<file path="config.mk">
export PLATFORM = sky130hd
export DESIGN_NAME = blake2s_block_feeder
export DESIGN_NICKNAME = d
export VERILOG_FILES = /design/src/rtl/blake2s_block_feeder_pkg.sv /design/src/rtl/blake2s_block_ram.sv /design/src/rtl/blake2s_block_feeder.sv
export SDC_FILE = /design/constraint.sdc
export NUM_CORES = 1
export LEC_CHECK = 0
export ABC_CLOCK_PERIOD_IN_PS = 2600
export BUFFER_PORTS_ARGS = -buffer_cell sky130_fd_sc_hd__buf_2
export CORE_MARGIN = 4
export CORE_UTILIZATION = 59
export CTS_CLUSTER_DIAMETER = 120
export CTS_CLUSTER_SIZE = 25
export DETAILED_ROUTE_END_ITERATION = 8
export GPL_ROUTABILITY_DRIVEN = 1
export GPL_TIMING_DRIVEN = 0
export HOLD_SLACK_MARGIN = 0.15
export PLACE_DENSITY = 0.85
export SLEW_MARGIN = 20
export SYNTH_ARGS = -nofsm -noshare
export SYNTH_HDL_FRONTEND = slang
export SYNTH_SLANG_ARGS = --single-unit
</file>
<file path="constraint.sdc">
create_clock -name clk -period 2.6 [get_ports clk]
set_input_delay 0.13 -clock clk [delete_from_list [all_inputs] [get_ports clk]]
set_output_delay 0.13 -clock clk [all_outputs]
set_load 0.01 [all_outputs]
</file>
<file path="src/rtl/blake2s_block_feeder_pkg.sv">
// Shared constants and FSM state type for the BLAKE2s block feeder.
package blake2s_block_feeder_pkg;

  localparam int BLOCK_BYTES = 64;  // message block size; only 64 is supported
  localparam int IDX_W       = 6;   // byte index within a block
  localparam int LL_W        = 64;  // running message byte count

  typedef enum logic [1:0] {
    ST_FILL = 2'd0,
    ST_WAIT = 2'd1,
    ST_SEND = 2'd2
  } state_t;

endpackage

</file>
<file path="src/rtl/blake2s_block_ram.sv">
// 64x8 block buffer: one synchronous write port, one combinational read port.
module blake2s_block_ram
  import blake2s_block_feeder_pkg::*;
#(
  parameter int DEPTH = BLOCK_BYTES
) (
  input  logic             clk,
  input  logic             we,
  input  logic [IDX_W-1:0] waddr,
  input  logic [7:0]       wdata,
  input  logic [IDX_W-1:0] raddr,
  output logic [7:0]       rdata
);

  logic [7:0] mem [DEPTH];

  // Byte write on the rising edge.
  // NOTE: the storage array has no reset; stale bytes beyond fill_cnt are masked by the padding logic downstream.
  always_ff @(posedge clk) begin
    if (we) mem[waddr] <= wdata;
  end

  assign rdata = mem[raddr];

endmodule

</file>
<file path="src/rtl/blake2s_block_feeder.sv">
// Collects message bytes into 64-byte blocks, zero-pads the final block and
// streams each block to the hash core with first/last flags and byte count.
module blake2s_block_feeder #(
  parameter int BLOCK_BYTES = blake2s_block_feeder_pkg::BLOCK_BYTES
) (
  input  logic        clk,
  input  logic        nreset,
  input  logic        valid_i,
  input  logic [7:0]  data_i,
  input  logic        last_i,
  input  logic        empty_i,
  output logic        ready_o,
  input  logic        core_ready_i,
  output logic        data_v_o,
  output logic [7:0]  data_o,
  output logic [5:0]  data_idx_o,
  output logic        block_first_o,
  output logic        block_last_o,
  output logic [63:0] ll_o,
  output logic        busy_o
);

  import blake2s_block_feeder_pkg::*;

  localparam logic [IDX_W-1:0] IDX_MAX = IDX_W'(BLOCK_BYTES - 1);

  state_t           state;
  logic [IDX_W-1:0] wr_idx;
  logic [IDX_W-1:0] send_idx;
  logic [IDX_W:0]   fill_cnt;    // 0..64 valid bytes in the current block
  logic             first_pend;
  logic             last_pend;
  logic [LL_W-1:0]  ll;
  logic [7:0]       rd_byte;

  logic accept;
  logic new_msg;
  logic in_send;

  assign ready_o = (state == ST_FILL);
  assign accept  = valid_i && ready_o;
  assign in_send = (state == ST_SEND);
  // A message starts when nothing has been buffered yet and the previous block closed a message.
  assign new_msg = first_pend && (wr_idx == '0);

  blake2s_block_ram #(
    .DEPTH (BLOCK_BYTES)
  ) u_ram (
    .clk   (clk),
    .we    (accept),
    .waddr (wr_idx),
    .wdata (data_i),
    .raddr (send_idx),
    .rdata (rd_byte)
  );

  // Fill / wait / send sequencing, buffer pointers and message byte count.
  // NOTE: all state here uses non-blocking assignments so every register samples pre-edge values.
  always_ff @(posedge clk or negedge nreset) begin
    if (!nreset) begin
      state      <= ST_FILL;
      wr_idx     <= '0;
      send_idx   <= '0;
      fill_cnt   <= '0;
      first_pend <= 1'b1;
      last_pend  <= 1'b0;
      ll         <= '0;
    end else begin
      case (state)
        ST_FILL: begin
          if (accept) begin
            wr_idx <= wr_idx + 1'b1;
            ll     <= new_msg ? LL_W'(1) : ll + LL_W'(1);
            if (last_i || (wr_idx == IDX_MAX)) begin
              state     <= ST_WAIT;
              fill_cnt  <= {1'b0, wr_idx} + 1'b1;
              last_pend <= last_i;
            end
          end else if (empty_i && new_msg) begin
            // Zero-length message: one all-padding block that is both first and last.
            state     <= ST_WAIT;
            fill_cnt  <= '0;
            last_pend <= 1'b1;
            ll        <= '0;
          end
        end
        ST_WAIT: begin
          if (core_ready_i) begin
            state    <= ST_SEND;
            send_idx <= '0;
          end
        end
        ST_SEND: begin
          send_idx <= send_idx + 1'b1;
          if (send_idx == IDX_MAX) begin
            state      <= ST_FILL;
            wr_idx     <= '0;
            first_pend <= last_pend;
          end
        end
        default: state <= ST_FILL;
      endcase
    end
  end

  assign data_v_o      = in_send;
  assign data_idx_o    = send_idx;
  assign data_o        = (in_send && ({1'b0, send_idx} < fill_cnt)) ? rd_byte : 8'h00;
  assign block_first_o = in_send && first_pend;
  assign block_last_o  = in_send && last_pend;
  assign ll_o          = ll;
  assign busy_o        = (state == ST_WAIT) || in_send;

endmodule

</file>
## After elaboration in Yosys (flattened, before gate mapping)

Memory sizes are Yosys's and may differ from the RTL's.
Cells that the tools add are included.

- Memory bits (read-only): 0
- Latch bits: 0
- Input bits: 14
- Word-level logic and storage cells: 65
- Register bits after elaboration: 87
- Memories kept: 1
- Memory bits (writable): 512

- Order comparisons: 1
- $add $sub $neg: 4
- Bitwise gates (word level): 0
- Div/mod/pow operators: 0
- Multiply operators: 0
- Multiplexer cells: 23
- Eq/ne operators: 10
- Shifts and indexed selects: 0
- Reduce and logical (&&, ||, !) cells: 19

Memories:

| name | depth | bits a word | rd ports | clocked after Yosys merged registers in | wr ports | line | source |
|---|---|---|---|---|---|---|---|
| u_ram.mem | 64 | 8 | 1 | 0 | 1 | blake2s_block_ram.sv:15 | `logic [7:0] mem [DEPTH];` |

Operator list:

| operator | number |
|---|---|
| 2-to-1 mux 64 bit | 3 |
| adder 64 x 1 -> 64 bit (second input constant) | 1 |
| one-hot mux 6 bit (2 select lines) | 2 |
| 2-to-1 mux 7 bit | 3 |
| 2-to-1 mux 6 bit | 3 |
| adder 6 x 1 -> 6 bit (second input constant) | 2 |
| equality test 6 bit (second input constant) | 2 |
| 2-to-1 mux 2 bit | 5 |
| 2-to-1 mux 8 bit | 1 |
| adder 6 x 1 -> 7 bit (second input constant) | 1 |
| < comparator 6 x 7 -> 1 bit | 1 |
| logical AND 1 bit | 6 |
| logical NOT 6 bit | 1 |
| != test 2 x 1 -> 1 bit (second input constant) | 3 |
| one-hot mux 2 bit (3 select lines) | 1 |
| AND reduction 2 bit | 3 |
| AND reduction 3 bit | 2 |
| nonzero test 2 bit | 3 |
| 2-to-1 mux 1 bit | 5 |
| AND reduction 4 bit | 1 |
| != test 3 x 1 -> 1 bit (second input constant) | 1 |
| != test 3 x 2 -> 1 bit (second input constant) | 1 |
| equality test 2 x 1 -> 1 bit (second input constant) | 1 |
| equality test 2 bit (second input constant) | 1 |
| other kinds (3) | 4 |

## Logic depth before layout (Yosys ltp)

- Word-level depth: 6
- Mapped depth: 10
- Mapped depth without buffers: 8

## Modules after synthesis

From an unflattened synthesis, not the netlist that was laid out.

- Cell total of the unflattened synthesis: 1545
- Area total of the unflattened synthesis: 25298.0 um^2

Modules (own cells, without submodules):

| module | cells each | instances | area each (um^2) |
|---|---|---|---|
| blake2s_block_ram | 932 | 1 | 20006.7 |
| blake2s_block_feeder | 613 | 1 | 5291.3 |

## Least setup slack after synthesis

OpenSTA, ideal clock, no wires.

- Path type: register -> output
- Start point: register send_idx[0], in the netlist data_idx_o[0]
- End point: output port data_o[1]
- Setup slack: 0.203 ns
- Stages on the path, launching flop included: 9
- Data required time: 2.470 ns
- Arrival: 2.267 ns
- Cells stage by stage: dfrtp_1 > buf_2 > buf_4 > buf_2 > mux4_2 > mux2i_1 > nor2_1 > a2111oi_0 > a211oi_1

- Longest elaborated chain between the ends: 3
- Elaborated cells between the ends (all ways): 4
- Those cells by class: order compare: 1; mux: 1; reduce/logical: 1; memory: 1

RTL lines:

| item | line | source |
|---|---|---|
| from (decl) | blake2s_block_feeder.sv:29 | `logic [IDX_W-1:0] send_idx;` |
| from (signal assigned) | blake2s_block_feeder.sv:94 | `send_idx <= send_idx + 1'b1;` |
| branches (longest 2 deep; another with memory read (64 x 8 bit)) | - |  |
| 2-to-1 mux 8 bit (*) | blake2s_block_feeder.sv:108 | `assign data_o = (in_send && ({1'b0, send_idx} < fill_cnt)) ? rd_byte : 8'h00;` |
| to (decl) | blake2s_block_feeder.sv:15 | `output logic [7:0] data_o,` |

Every way passes the cells marked *.

## Final worst setup path

- Start point: register send_idx[4], in the netlist data_idx_o[4]
- End point: output port data_o[4]

Same word-level chain as after synthesis.

==> impl_metrics.prom <==
# TYPE chip_impl_metric gauge
chip_impl_metric{name="leakage_power_figure",unit="uW"} 0.00959
chip_impl_metric{name="post_synth.cell_area_avg",unit="sq um"} 16.5
chip_impl_metric{name="clock_sinks",unit=""} 599
chip_impl_metric{name="port_buffers",unit=""} 96
chip_impl_metric{name="clk_pin_slew_worst_paths",unit="ns"} 0.10
chip_impl_metric{name="fmax",unit="MHz"} 296
chip_impl_metric{name="initial_utilization",unit="%"} 59.6
chip_impl_metric{name="asyncSetResetFlopFracSynth",unit="%"} 14.5
chip_impl_metric{name="min_tclk_post_route",unit="ns"} 3.38
chip_impl_metric{name="synthesis.area",unit="sq um"} 24900
chip_impl_metric{name="drt_iter0_markers",unit=""} 3448
chip_impl_metric{name="hold-worst-slack",unit="ns"} 0.135
chip_impl_metric{name="dr.pass1.iters",unit=""} 7
chip_impl_info{name="yosys-top-cells-area",value="sky130_fd_sc_hd__edfxtp_1 (62%), sky130_fd_sc_hd__mux4_2 (12%), sky130_fd_sc_hd__dfrtp_1 (8.6%)"} 1
chip_impl_info{name="grt_setup_unrepaired",value="yes"} 1
chip_impl_metric{name="via_count",unit=""} 16800
chip_impl_metric{name="drc_errors",unit=""} 0
chip_impl_metric{name="antenna_violating_nets_post_route",unit=""} 0
chip_impl_metric{name="yosysTopAreaCellShare",unit="%"} 61.7
chip_impl_info{name="synth_largest_area_cell",value="sky130_fd_sc_hd__edfxtp_1"} 1
chip_impl_metric{name="clockPowerShare",unit="%"} 21.0
chip_impl_metric{name="core_area",unit="sq um"} 41900
chip_impl_metric{name="timing.final.hold_violations",unit=""} 0
chip_impl_metric{name="vdd_ir_drop_max",unit="V"} 0.000730
chip_impl_metric{name="power_switching",unit="uW"} 7340
chip_impl_metric{name="htree_num_levels",unit=""} 1
chip_impl_metric{name="tightest_slew",unit="ns"} 0.977
chip_impl_metric{name="dpl_cell_area",unit="sq um"} 26100
chip_impl_metric{name="share_comb_of_total_power",unit="%"} 32.1
chip_impl_metric{name="drt-total-wl",unit="um"} 76200
chip_impl_metric{name="maxSlewViolCount",unit=""} 0
chip_impl_metric{name="final_cell_area",unit="sq um"} 29000
chip_impl_metric{name="ys_seq_elements",unit=""} 599
chip_impl_metric{name="ios",unit=""} 97
chip_impl_metric{name="powerDensity",unit="nW/um^2"} 793
chip_impl_metric{name="wl_per_cell",unit="um"} 34.1
chip_impl_metric{name="gp_congestion",unit=""} 0.973
chip_impl_metric{name="overflow",unit=""} 0
chip_impl_metric{name="ys_seq_area_share",unit="%"} 70.4
chip_impl_info{name="critPathCaptureType",value="primary output"} 1
chip_impl_info{name="run_status",value="finished with violations"} 1
chip_impl_metric{name="drive_gt1_share",unit="%"} 31.7
chip_impl_info{name="worstSetupPathType",value="reg2out"} 1
chip_impl_metric{name="power_frac_seq",unit="%"} 46.9
chip_impl_metric{name="floorplan_die_height",unit="um"} 214
chip_impl_metric{name="cp.arrival",unit="ns"} 3.25
chip_impl_info{name="final_common_cell",value="sky130_fd_sc_hd__edfxtp_1"} 1
chip_impl_metric{name="finalSetupTns",unit="ns"} -6.62
chip_impl_metric{name="maximum_number_of_pins_on_one_net_before_global_route_repair",unit=""} 65
chip_impl_info{name="synth_ff_type",value="sky130_fd_sc_hd__edfxtp_1"} 1
chip_impl_metric{name="power",unit="uW"} 23000
chip_impl_metric{name="synth_edf_count",unit=""} 512
chip_impl_metric{name="drv.max_cap_violation_count",unit=""} 0
chip_impl_metric{name="die_w",unit="um"} 214
chip_impl_info{name="timing.hold.worst.class",value="in2reg"} 1
chip_impl_metric{name="critPathRequiredTime",unit="ns"} 2.47
chip_impl_info{name="most_frequent_cells_in_the_layout",value="sky130_fd_sc_hd__edfxtp_1 (512), sky130_fd_sc_hd__mux4_2 (128), sky130_fd_sc_hd__buf_2 (100), sky130_fd_sc_hd__o21ai_0 (85), sky130_fd_sc_hd__dfrtp_1 (82)"} 1
chip_impl_metric{name="fillCellCount",unit=""} 2384
chip_impl_metric{name="critical_path.max_fanout",unit=""} 10
chip_impl_metric{name="setup_viol",unit=""} 32
chip_impl_metric{name="fin_nets",unit=""} 1714
chip_impl_metric{name="routed_via_density",unit=""} 7.49
chip_impl_metric{name="design.die.area",unit="sq um"} 45600
chip_impl_metric{name="grt_first_pass_wirelength",unit="um"} 105000
chip_impl_metric{name="vias_in_the_first_global_route",unit=""} 15600
chip_impl_metric{name="r2r_setup_slack",unit="ns"} -0.08
chip_impl_info{name="cts_root_buf",value="sky130_fd_sc_hd__clkbuf_16"} 1
chip_impl_info{name="tritoncts",value="yes"} 1
chip_impl_metric{name="synthCells",unit=""} 1509
chip_impl_metric{name="tritoncts_buffers",unit=""} 27
chip_impl_metric{name="synth.distinct_cells",unit=""} 62
chip_impl_metric{name="internal-power",unit="uW"} 15600
chip_impl_metric{name="post_synthesis_net_count",unit=""} 1536
chip_impl_info{name="worst_setup_path_start_kind",value="flip-flop"} 1
chip_impl_metric{name="grt.total_usage",unit="%"} 31.3
chip_impl_metric{name="grt_antenna_before_repair",unit=""} 2
chip_impl_metric{name="fin_ws",unit="ns"} -0.780
chip_impl_metric{name="layout_worst_path_cycle_share",unit="%"} 130
chip_impl_metric{name="area_delta_synth_final",unit="%"} 16.2
chip_impl_metric{name="yosysWarningCount",unit=""} 0
chip_impl_metric{name="maxSlewHeadroom",unit="%"} 34.7
chip_impl_metric{name="clk_latency",unit="ns"} 0.61
chip_impl_metric{name="switching_share",unit="%"} 32.0
chip_impl_metric{name="placementRows",unit=""} 75
chip_impl_metric{name="clock_path_buffers",unit=""} 3
chip_impl_metric{name="dp.final_hpwl",unit="um"} 42500
chip_impl_info{name="failed_checks",value="negative setup slack"} 1
chip_impl_metric{name="fin_skew",unit="ns"} 0.0206
==> sequential cells by signal, indices dropped and copies added, names as in the netlist <==
name,cells
data_idx_o,6
state,2
last_pend,1
fill_cnt,7
first_pend,1
ll_o,64
u_ram.mem,512
wr_idx,6
==> metrics by stage <==
step,setup slack [ns],instances,utilization (%)
2_1_floorplan,0.203,1509,-
3_3_place_gp,-1.22,2144,62.3
3_5_place_dp,-1.25,2145,62.4
4_1_cts,-0.563,2210,67.8
5_1_grt,-0.741,2235,69.2
6_report,-0.780,2236,69.2
==> cell type report <==
cell class | count | area, sq um | share of cell area [%]
multi-input combinational | 802 | 7900 | 27.3
timing repair buffer | 152 | 1180 | 4.08
sequential | 599 | 17600 | 60.6
tap | 539 | 674 | 2.33
antenna | 1 | 2.50 | 0.00864
inverter | 18 | 67.6 | 0.233
clock buffer | 38 | 717 | 2.48
buffer | 87 | 861 | 2.97
==> path summary, 6_finish.rpt <==
path	from	end	depth (start not counted)
setup / recovery	data_idx_o[4]	data_o[4]	8
hold / removal	data_i[1]	u_ram.mem[33][1]	1
setup reg to reg	wr_idx[3]	u_ram.mem[39][1]	4
hold reg to reg	fill_cnt[5]	fill_cnt[5]	2
max in group asynchronous	nreset	first_pend	4
min in group asynchronous	nreset	ll_o[32]	4
==> power groups by stage <==
stage,Combinational (uW),Clock [uW],Sequential (uW)
2_1_floorplan,3360,0,10900
3_3_place_gp,5090,0,10900
3_5_place_dp,5240,0,11000
4_1_cts,6410,4700,10800
5_1_grt,7510,5160,10800
6_report,7370,4810,10800
==> critical path: stages (launching register included) <==
cell                       delay (ns)
sky130_fd_sc_hd__dfrtp_1         0.48
sky130_fd_sc_hd__clkbuf_2        0.29
sky130_fd_sc_hd__clkbuf_2        0.32
sky130_fd_sc_hd__nand3_1         0.25
sky130_fd_sc_hd__o22ai_1         0.21
sky130_fd_sc_hd__nor4_2          0.40
sky130_fd_sc_hd__nor2_1          0.15
sky130_fd_sc_hd__a211oi_4        0.33
sky130_fd_sc_hd__buf_2           0.20
==> repair_timing <==
| action | 4_1_cts | 5_1_grt |
|---|---|---|
| setup endpoints to repair | 567 | 278 |
| buffers inserted | 23 | 21 |
| hold endpoints to repair | 99 | 104 |
| resized for setup | 326 | 89 |
| pin swaps | 25 | 18 |
| gates cloned | 0 | 1 |
| hold buffers | 6 | 4 |
==> logic make-up after synthesis <==
logic type                 Yosys count  share of synthesized area, %
AOI/OAI and AO/OA                  260                          6.41
and+or+nand+nor                    364                          7.41
buffers and inverters              108                          2.01
xor gates and xnor gates             4                         0.141
adders and majority gates           13                         0.653
DFF                                599                          70.4
muxes                              161                          13.0
==> cells in the mapped netlist (12+ instances only) <==
master	number
sky130_fd_sc_hd__or3_1	12
sky130_fd_sc_hd__mux2_2	12
sky130_fd_sc_hd__mux2i_1	21
sky130_fd_sc_hd__nand2_1	83
sky130_fd_sc_hd__nor2_1	89
sky130_fd_sc_hd__nor2b_1	12
sky130_fd_sc_hd__ha_1	13
sky130_fd_sc_hd__nand3_1	56
sky130_fd_sc_hd__and3_1	20
sky130_fd_sc_hd__mux4_2	128
sky130_fd_sc_hd__a22oi_1	19
sky130_fd_sc_hd__o22ai_1	13
sky130_fd_sc_hd__buf_1	13
sky130_fd_sc_hd__dfrtp_1	86
sky130_fd_sc_hd__o21ai_0	92
sky130_fd_sc_hd__and2_1	15
sky130_fd_sc_hd__inv_1	18
sky130_fd_sc_hd__buf_2	37
sky130_fd_sc_hd__o31ai_1	12
sky130_fd_sc_hd__clkbuf_1	29
sky130_fd_sc_hd__a21oi_1	35
sky130_fd_sc_hd__o21ai_1	14
sky130_fd_sc_hd__nand4_1	28
sky130_fd_sc_hd__a31oi_1	24
sky130_fd_sc_hd__edfxtp_1	512
==> metal layers <==
layer / share of wire (%) / wire (um) / track usage, % / vias up
met2: 46 / 35300 / 48.5 / 1726
met5: 0.017 / 13 / 0 / -
met1: 33 / 25100 / 42.7 / 8243
met3: 14 / 11000 / 8.91 / 397
met4: 6.4 / 4900 / 13.1 / 2
li1: - / - / - / 6390
(Power assumes the default switching activity.)
